==> src/rtl/dlbf_data_pkg.sv <==
// Shared types and constants for the dlbf data player: FSM states, CSR bit map, default widths.
package dlbf_data_pkg;

    typedef enum logic [1:0] {
        IDLE  = 2'd0,
        RUN   = 2'd1,
        DRAIN = 2'd2
    } state_t;

    localparam int CSR_BUSY   = 31;
    localparam int CSR_DONE   = 30;
    localparam int CSR_ERR    = 29;
    localparam int DEF_ADDR_W = 16;
    localparam int DEF_DATA_W = 64;

endpackage

==> src/rtl/dlbf_data_player_if.sv <==
// AXI4-Stream bundle carrying played-out samples toward the AIE array.
interface dlbf_data_player_if #(
    parameter int DATA_W = 64
);
    logic [DATA_W-1:0] tdata;
    logic              tvalid;
    logic              tready;
    logic              tlast;

    modport master (output tdata, output tvalid, output tlast, input tready);
    modport slave  (input tdata, input tvalid, input tlast, output tready);
endinterface

==> src/rtl/dlbf_data_fifo.sv <==
// Flop-based FWFT FIFO with occupancy count; rd_vld one cycle after the push edge.
// Writer must respect count; a push into a full FIFO is accepted only alongside a pop.
module dlbf_data_fifo #(
    parameter int W     = 65,
    parameter int DEPTH = 4
) (
    input  logic                     clk,
    input  logic                     rst,
    input  logic                     wr_vld,
    input  logic [W-1:0]             wr_dat,
    output logic                     rd_vld,
    input  logic                     rd_rdy,
    output logic [W-1:0]             rd_dat,
    output logic [$clog2(DEPTH):0]   count
);
    localparam int AW = $clog2(DEPTH);

    logic [W-1:0]  mem_q [DEPTH];
    logic [W-1:0]  mem_d [DEPTH];
    logic [AW-1:0] wr_ptr_q, wr_ptr_d, rd_ptr_q, rd_ptr_d;
    logic [AW:0]   count_q, count_d;
    logic          push, pop;

    always_comb begin
        pop      = (count_q != '0) && rd_rdy;
        push     = wr_vld && ((count_q != (AW+1)'(DEPTH)) || pop);
        mem_d    = mem_q;
        wr_ptr_d = wr_ptr_q;
        rd_ptr_d = rd_ptr_q;
        count_d  = count_q;
        if (push) begin
            mem_d[wr_ptr_q] = wr_dat;
            wr_ptr_d        = wr_ptr_q + 1'b1;
        end
        if (pop) begin
            rd_ptr_d = rd_ptr_q + 1'b1;
        end
        case ({push, pop})
            2'b10:   count_d = count_q + 1'b1;
            2'b01:   count_d = count_q - 1'b1;
            default: count_d = count_q;
        endcase
    end

    always_ff @(posedge clk or posedge rst) begin
        if (rst) begin
            for (int i = 0; i < DEPTH; i++) mem_q[i] <= '0;
            wr_ptr_q <= '0;
            rd_ptr_q <= '0;
            count_q  <= '0;
        end else begin
            mem_q    <= mem_d;
            wr_ptr_q <= wr_ptr_d;
            rd_ptr_q <= rd_ptr_d;
            count_q  <= count_d;
        end
    end

    assign rd_vld = (count_q != '0);
    assign rd_dat = mem_q[rd_ptr_q];
    assign count  = count_q;

endmodule

==> src/rtl/dlbf_data_player.sv <==
// Plays a BRAM window out as AXI4-Stream, optionally repeated; tvalid appears RD_LAT+2 cycles after start.
// Reads are credit-limited against FIFO space, so tready backpressure simply throttles enb.
module dlbf_data_player
    import dlbf_data_pkg::*;
#(
    parameter int ADDR_W     = DEF_ADDR_W,
    parameter int DATA_W     = DEF_DATA_W,
    parameter int RD_LAT     = 2,
    parameter int FIFO_DEPTH = 4
) (
    input  logic                  BRAM_PORTB_clk,
    input  logic                  BRAM_PORTB_rst,
    input  logic                  ctrl_start,
    input  logic                  ctrl_stop,
    input  logic [ADDR_W-1:0]     cfg_base_addr,
    input  logic [15:0]           cfg_length,
    input  logic [15:0]           cfg_repeat,
    output logic [ADDR_W-1:0]     addrb,
    output logic                  enb,
    input  logic [DATA_W-1:0]     doutb,
    dlbf_data_player_if.master    m_axis,
    output logic [31:0]           csr_rddata
);
    localparam int CNT_W = $clog2(FIFO_DEPTH + RD_LAT + 1) + 1;
    localparam int FC_W  = $clog2(FIFO_DEPTH) + 1;

    state_t              state_q, state_d;
    logic [ADDR_W-1:0]   base_q, base_d;
    logic [15:0]         len_q, len_d, rep_q, rep_d;
    logic [15:0]         offset_q, offset_d, iter_q, iter_d;
    logic                done_q, done_d, err_q, err_d;
    logic [RD_LAT-1:0]   sr_vld_q, sr_vld_d, sr_last_q, sr_last_d;
    logic [FC_W-1:0]     fifo_count;
    logic [CNT_W-1:0]    in_flight, occupancy;
    logic                credit_ok, issue_last, fifo_rd_vld;
    logic [DATA_W:0]     fifo_rd_dat;

    // Outstanding words = reads still in the BRAM pipe plus words parked in the FIFO.
    always_comb begin
        in_flight = '0;
        for (int i = 0; i < RD_LAT; i++) in_flight = in_flight + CNT_W'(sr_vld_q[i]);
        occupancy = in_flight + CNT_W'(fifo_count);
        credit_ok = occupancy < CNT_W'(FIFO_DEPTH);
    end

    always_comb begin
        state_d    = state_q;
        base_d     = base_q;
        len_d      = len_q;
        rep_d      = rep_q;
        offset_d   = offset_q;
        iter_d     = iter_q;
        done_d     = done_q;
        err_d      = err_q;
        enb        = 1'b0;
        issue_last = (offset_q == len_q - 16'd1);
        unique case (state_q)
            IDLE: begin
                if (ctrl_start) begin
                    if (cfg_length != '0) begin
                        base_d   = cfg_base_addr;
                        len_d    = cfg_length;
                        rep_d    = cfg_repeat;
                        offset_d = '0;
                        iter_d   = '0;
                        done_d   = 1'b0;
                        err_d    = 1'b0;
                        state_d  = RUN;
                    end else begin
                        err_d = 1'b1;
                    end
                end
            end
            RUN: begin
                if (ctrl_stop) begin
                    state_d = DRAIN;
                end else if (credit_ok) begin
                    enb = 1'b1;
                    if (issue_last) begin
                        offset_d = '0;
                        iter_d   = iter_q + 16'd1;
                        if ((rep_q != '0) && (iter_d == rep_q)) state_d = DRAIN;
                    end else begin
                        offset_d = offset_q + 16'd1;
                    end
                end
            end
            DRAIN: begin
                if ((in_flight == '0) && (fifo_count == '0)) begin
                    state_d = IDLE;
                    done_d  = 1'b1;
                end
            end
            default: state_d = IDLE;
        endcase
    end

    // Valid/last travel beside each read so the FIFO push lines up with doutb.
    always_comb begin
        sr_vld_d  = (sr_vld_q << 1) | RD_LAT'(enb);
        sr_last_d = (sr_last_q << 1) | RD_LAT'(enb && issue_last);
    end

    always_ff @(posedge BRAM_PORTB_clk or posedge BRAM_PORTB_rst) begin
        if (BRAM_PORTB_rst) begin
            state_q   <= IDLE;
            base_q    <= '0;
            len_q     <= '0;
            rep_q     <= '0;
            offset_q  <= '0;
            iter_q    <= '0;
            done_q    <= 1'b0;
            err_q     <= 1'b0;
            sr_vld_q  <= '0;
            sr_last_q <= '0;
        end else begin
            state_q   <= state_d;
            base_q    <= base_d;
            len_q     <= len_d;
            rep_q     <= rep_d;
            offset_q  <= offset_d;
            iter_q    <= iter_d;
            done_q    <= done_d;
            err_q     <= err_d;
            sr_vld_q  <= sr_vld_d;
            sr_last_q <= sr_last_d;
        end
    end

    assign addrb = base_q + ADDR_W'(offset_q);

    dlbf_data_fifo #(
        .W     (DATA_W + 1),
        .DEPTH (FIFO_DEPTH)
    ) u_fifo (
        .clk    (BRAM_PORTB_clk),
        .rst    (BRAM_PORTB_rst),
        .wr_vld (sr_vld_q[RD_LAT-1]),
        .wr_dat ({sr_last_q[RD_LAT-1], doutb}),
        .rd_vld (fifo_rd_vld),
        .rd_rdy (m_axis.tready),
        .rd_dat (fifo_rd_dat),
        .count  (fifo_count)
    );

    assign m_axis.tvalid = fifo_rd_vld;
    assign m_axis.tdata  = fifo_rd_dat[DATA_W-1:0];
    assign m_axis.tlast  = fifo_rd_dat[DATA_W];

    always_comb begin
        csr_rddata           = '0;
        csr_rddata[CSR_BUSY] = (state_q != IDLE);
        csr_rddata[CSR_DONE] = done_q;
        csr_rddata[CSR_ERR]  = err_q;
        csr_rddata[15:0]     = iter_q;
    end

endmodule

==> src/flat_wrapper.sv <==
// flat-port wrapper written by rule: the top's interface ports become plain ports
module dlbf_data_player_flat import dlbf_data_pkg::*;
#(
    parameter int ADDR_W     = DEF_ADDR_W,
    parameter int DATA_W     = DEF_DATA_W,
    parameter int RD_LAT     = 2,
    parameter int FIFO_DEPTH = 4
)
  (BRAM_PORTB_clk, BRAM_PORTB_rst, ctrl_start, ctrl_stop, cfg_base_addr, cfg_length, cfg_repeat, addrb, enb, doutb, csr_rddata, m_axis_tdata, m_axis_tvalid, m_axis_tlast, m_axis_tready);
  dlbf_data_player_if #(.DATA_W(DATA_W)) m_axis_i ();
  input  logic BRAM_PORTB_clk;
  input  logic BRAM_PORTB_rst;
  input  logic ctrl_start;
  input  logic ctrl_stop;
  input  logic [ADDR_W-1:0] cfg_base_addr;
  input  logic [15:0] cfg_length;
  input  logic [15:0] cfg_repeat;
  output logic [ADDR_W-1:0] addrb;
  output logic enb;
  input  logic [DATA_W-1:0] doutb;
  output logic [31:0] csr_rddata;
  output wire logic [$bits(m_axis_i.tdata)-1:0] m_axis_tdata;
  output wire logic [$bits(m_axis_i.tvalid)-1:0] m_axis_tvalid;
  output wire logic [$bits(m_axis_i.tlast)-1:0] m_axis_tlast;
  input wire logic [$bits(m_axis_i.tready)-1:0] m_axis_tready;
  assign m_axis_tdata = m_axis_i.tdata;
  assign m_axis_tvalid = m_axis_i.tvalid;
  assign m_axis_tlast = m_axis_i.tlast;
  assign m_axis_i.tready = m_axis_tready;
  dlbf_data_player #(.ADDR_W(ADDR_W), .DATA_W(DATA_W), .RD_LAT(RD_LAT), .FIFO_DEPTH(FIFO_DEPTH)) u_core (.BRAM_PORTB_clk(BRAM_PORTB_clk), .BRAM_PORTB_rst(BRAM_PORTB_rst), .ctrl_start(ctrl_start), .ctrl_stop(ctrl_stop), .cfg_base_addr(cfg_base_addr), .cfg_length(cfg_length), .cfg_repeat(cfg_repeat), .addrb(addrb), .enb(enb), .doutb(doutb), .m_axis(m_axis_i), .csr_rddata(csr_rddata));
endmodule
==> config.mk <==
export PLATFORM = sky130hd
export DESIGN_NAME = dlbf_data_player_flat
export DESIGN_NICKNAME = d
export VERILOG_FILES = /design/src/rtl/dlbf_data_pkg.sv /design/src/rtl/dlbf_data_player_if.sv /design/src/rtl/dlbf_data_fifo.sv /design/src/rtl/dlbf_data_player.sv /design/src/flat_wrapper.sv
export SDC_FILE = /design/constraint.sdc
export NUM_CORES = 1
export LEC_CHECK = 0
export ABC_AREA = 1
export BUFFER_PORTS_ARGS = -buffer_cell sky130_fd_sc_hd__buf_2
export CORE_MARGIN = 3
export CORE_UTILIZATION = 51
export CTS_BUF_LIST = sky130_fd_sc_hd__clkbuf_2
export CTS_CLUSTER_SIZE = 25
export DETAILED_ROUTE_END_ITERATION = 7
export GPL_TIMING_DRIVEN = 0
export PLACE_DENSITY = 0.72
export SLEW_MARGIN = 25
export SYNTH_ARGS = -nofsm -noshare
export SYNTH_HDL_FRONTEND = slang
export SYNTH_HIERARCHICAL = 1
export SYNTH_SLANG_ARGS = --single-unit
==> constraint.sdc <==
create_clock -name BRAM_PORTB_clk -period 8.5 [get_ports BRAM_PORTB_clk]
set_input_delay 0.425 -clock BRAM_PORTB_clk [delete_from_list [all_inputs] [get_ports BRAM_PORTB_clk]]
set_output_delay 0.425 -clock BRAM_PORTB_clk [all_outputs]
set_load 0.005 [all_outputs]
==> metrics list <==
* Run status: finished clean
* Required time at the endpoint of the critical path: 8.08 ns
- In this run the power density over the cells is 315.2 nW/um^2.
- For this configuration, the core starts out at a cell density of 0.5223.
- Measured in cells, the most critical reg-to-reg path has a length of 7.
- Clock-pin slew was measured on the worst setup and hold paths at 0.11 ns.
- At the end of routability-driven placement, the weighted congestion stood at 0.9058.
- The via count of the first global-routing pass was 19010.
- During synthesis, Yosys emitted a total of 6 warnings.
* F_max: 0.2429 GHz
- The critical path is of the reg2out type.
- The longest clock path from root to sink contains 3 buffers.
- CP endpoint: addrb[12]
- The mapped netlist covers 18760 um^2.
* Post-Place Cell Area: 20590 um^2
- Number of synthesized register bits: 355
- Summed over all layers, the routed wires come to 61.02 mm.
* Slew @ Worst Pin: 0.7738 ns
- Number of sinks on the clock net: 355
- During placement, the flow inserted port buffers numbering 218.
- Area enclosed by the die boundary: 39120 um^2
- Of all nets on the critical path, the largest fanout is 6.
- Final-report hold violation count: 0
- The number of pins exceeding their max-slew limit in the final report came to 0.
* Number of buffers created by CTS: 93
- I/O pin count: 232
- The H-tree was split into 3 levels.
* Vertical die dimension: 197.8 um
* Number of setup violations in the final report: 0
- In this run the critical register-to-register path is launched from u_core/state_q[1].
* Post-Synthesis Mean Instance Area: 7.783 um^2
- Number of gates resized after CTS: 0
* Critical path launch point: u_core/offset_q[0]
* Share of the yosys chip area belonging to registers: 0.4736
* Post-detailed-route wirelength per cell: 17.98 um
* Cell at the slowest stage of the critical path: sky130_fd_sc_hd__dfrtp_1
- In this run the static leakage power is 12.09 nW.
* Endpoint of the lowest-slack register-to-register path: u_core/base_q[13]
- Hold Path Class: in2reg
- Delay of the slowest cell on the worst path: 0.52 ns
- After technology mapping, the gate count stands at 2410.
* Post-DR vias/cell: 5.654
- The first TritonRoute pass finished after 5 iterations.
* Startpoint type of the worst setup path: register
- VDD IR max: 0.0001711 V
- Kind of end point of the critical path: output pin
- Post-DP HPWL: 42.08 mm
* R2r setup slk: 5.58 ns
* Wire length of the first global-routing pass: 98.32 mm
* Worst-path cell chain: ha_1, inv_1, fa_1, inv_1, nand3_1, nand3_1, inv_1, o21a_1, o21ai_0, a21boi_0, o21ai_0, xor2_1, buf_2
* Crit path time final: 4.117 ns
- By instance count, the cell type seen most on the critical path is sky130_fd_sc_hd__inv_1.
* Number of antenna violations at the first check in global routing: 7
* Min setup slack post-route: 4.383 ns
* Core Rows: 69
- Leftover overflow at the end of global routing: 0
- Worst relative slew slack: 0.4841
- The net count of the finished layout is 3006.
* Number of nets with antenna violations after detailed routing: 0
- With fillers left out, the area of the finished cells amounts to 22640 um^2.
* Maximum number of pins on one net before global-route repair: 87
* Period Utilization, post-route: 0.4843
- Placeable core region: 35910 um^2
* Fillers: 3232
- The clock arrives with 0.05781 ns of skew.
- Number of distinct library cells after synthesis: 40
* Clock tree from TritonCTS: built
- At the worst endpoint, the arrival time is 3.69 ns.
* Utilization after layout: 0.6305
- In this run, the number of DRC markers left after iteration 0 of detailed routing was 1725.
- In the global route stage, overall resource usage came out at 0.3128.
- Maxcap violations: 0
- Area Growth Syn to Fin: 20.72%
- Number of vias in the routed layout: 19180
- Setup repair after global routing left no endpoint under its margin.
- After detailed routing, the number of remaining DRC violations is 0.
- At the later pin of the worst-skew pair, clock insertion delay measures 1.01 ns.
- Worst setup slack before clock tree synthesis: 5.388 ns
* Chip width: 197.8 um
- Of the cells placed in the final design, the portion with a size suffix greater than 1 is 0.1764.
- Clock Tree Root: sky130_fd_sc_hd__clkbuf_2
## per-stage QoR
step / power [mW] / TNS (ns) / std cells / hold WS (ns)
after floorplan: 4.603 / 0 / 2422 / 0.3312
after global placement: 5.752 / -612.52 / 3101 / 0.3348
after detailed placement: 5.846 / 0 / 3105 / 0.3372
after CTS: 7.113 / 0 / 3386 / 0.06359
after global routing: 7.702 / 0 / 3393 / 0.05726
final: 7.137 / 0 / 3393 / 0.1749
## cell usage in the layout, fill, tap and decap left out, types with 28 or more instances in the layout
cell type                       synthesis  routed
sky130_fd_sc_hd__buf_2                 71     289
sky130_fd_sc_hd__nor2_1               225     225
sky130_fd_sc_hd__inv_1                 85      83
sky130_fd_sc_hd__xor2_1                28      28
sky130_fd_sc_hd__nand2_1              836     836
sky130_fd_sc_hd__dfrtp_1              355     355
sky130_fd_sc_hd__clkbuf_1              66      66
sky130_fd_sc_hd__nand4_1              277     277
sky130_fd_sc_hd__clkbuf_2               0     141
sky130_fd_sc_hd__dlygate4sd3_1          0     122
sky130_fd_sc_hd__nand3_1               46      46
sky130_fd_sc_hd__o22ai_1               65      65
sky130_fd_sc_hd__o21ai_0              163     163
## cells by family after synthesis
kind of cell | share of synthesized area
AOI/OAI and AO/OA | 0.07491
xor gates and xnor gates | 0.02435
adders and majority gates | 0.01948
buffers and inverters | 0.06957
DFF | 0.4736
other | 0.0001999
and+or+nand+nor | 0.3379
## power by group
part	switching (mW)	total [mW]	internal (mW)
sequential	0.369	2.60	2.24
combinational	2.20	3.35	1.15
clock	0.718	1.19	0.468
total	3.28	7.14	3.86
## worst max-delay path: cells and delay by family, from the launching register on
| kind | cells | cell delay [ns] |
|---|---|---|
| AOI/OAI and AO/OA | 4 | 0.91 |
| xor gates and xnor gates | 1 | 0.15 |
| adders and majority gates | 2 | 0.63 |
| buffers and inverters | 4 | 0.31 |
| DFF | 1 | 0.52 |
| and+or+nand+nor | 2 | 0.17 |
## timing repair
item	in CTS	in global routing
hold endpoints to repair	582	0
setup buffers	0	0
hold buffers	122	0
## flip-flops by register name (all words and copies together) (netlist names)
signal                  flops
u_core/base_q              16
u_core/done_q               1
u_core/err_q                1
u_core/iter_q              16
u_core/len_q               16
u_core/offset_q            16
u_core/rep_q               16
u_core/sr_last_q            2
u_core/sr_vld_q             2
u_core/state_q              2
u_core/u_fifo/count         3
u_core/u_fifo/mem_q       260
u_core/u_fifo/rd_ptr_q      2
u_core/u_fifo/wr_ptr_q      2
## worst min path at each step
stage / to / startpoint / cells after the start / slack (ns)
global route: u_core/base_q[8] / cfg_base_addr[8] / 4 / 0.06
global placement: u_core/sr_last_q[1] / u_core/sr_last_q[0] / 0 / 0.33
CTS: u_core/base_q[0] / cfg_base_addr[0] / 4 / 0.06
detailed placement: u_core/sr_last_q[1] / u_core/sr_last_q[0] / 0 / 0.34
floorplan: u_core/sr_last_q[1] / u_core/sr_last_q[0] / 0 / 0.33
finish: u_core/base_q[8] / cfg_base_addr[8] / 4 / 0.17
## cells in the mapped netlist (all sizes together)
cell type,instances,area share
a21boi,2,0.00080
a21oi,16,0.0043
a31oi,2,0.00067
and3,1,0.00033
buf,122,0.038
clkbuf,66,0.013
conb,1,0.00020
dfrtp,355,0.47
fa,2,0.0021
ha,26,0.017
inv,94,0.019
nand2,841,0.17
nand3,50,0.015
nand3b,8,0.0032
nand4,277,0.092
nor2,242,0.053
nor3,12,0.0035
nor4,2,0.0010
o21a,1,0.00040
o21ai,172,0.046
o21bai,2,0.00080
o22ai,65,0.022
o31ai,1,0.00040
or2,1,0.00033
xnor2,19,0.0089
xnor3,2,0.0024
xor2,28,0.013
## metal layers
metal	wire [um]	track usage	up-vias
met5	7	0	-
met4	2291	0.1376	2
met3	5553	0.06789	157
met2	28810	0.5103	984
met1	24360	0.4042	9047
li1	-	-	8994
## final cells by class
type | count | area (um^2) | share of cell area
multi-input cells | 1785 | 8615 | 0.3804
inverters | 94 | 365.4 | 0.01613
diodes | 7 | 17.52 | 0.0007736
clock inverters | 18 | 106.4 | 0.004697
clock buffers | 141 | 705.7 | 0.03116
plain buffers | 188 | 952.2 | 0.04205
flip-flops and latches | 355 | 8884 | 0.3923
repair buffers | 344 | 2422 | 0.1070
well taps | 461 | 576.8 | 0.02547
Note: power is estimated with default switching activity, not from simulation.
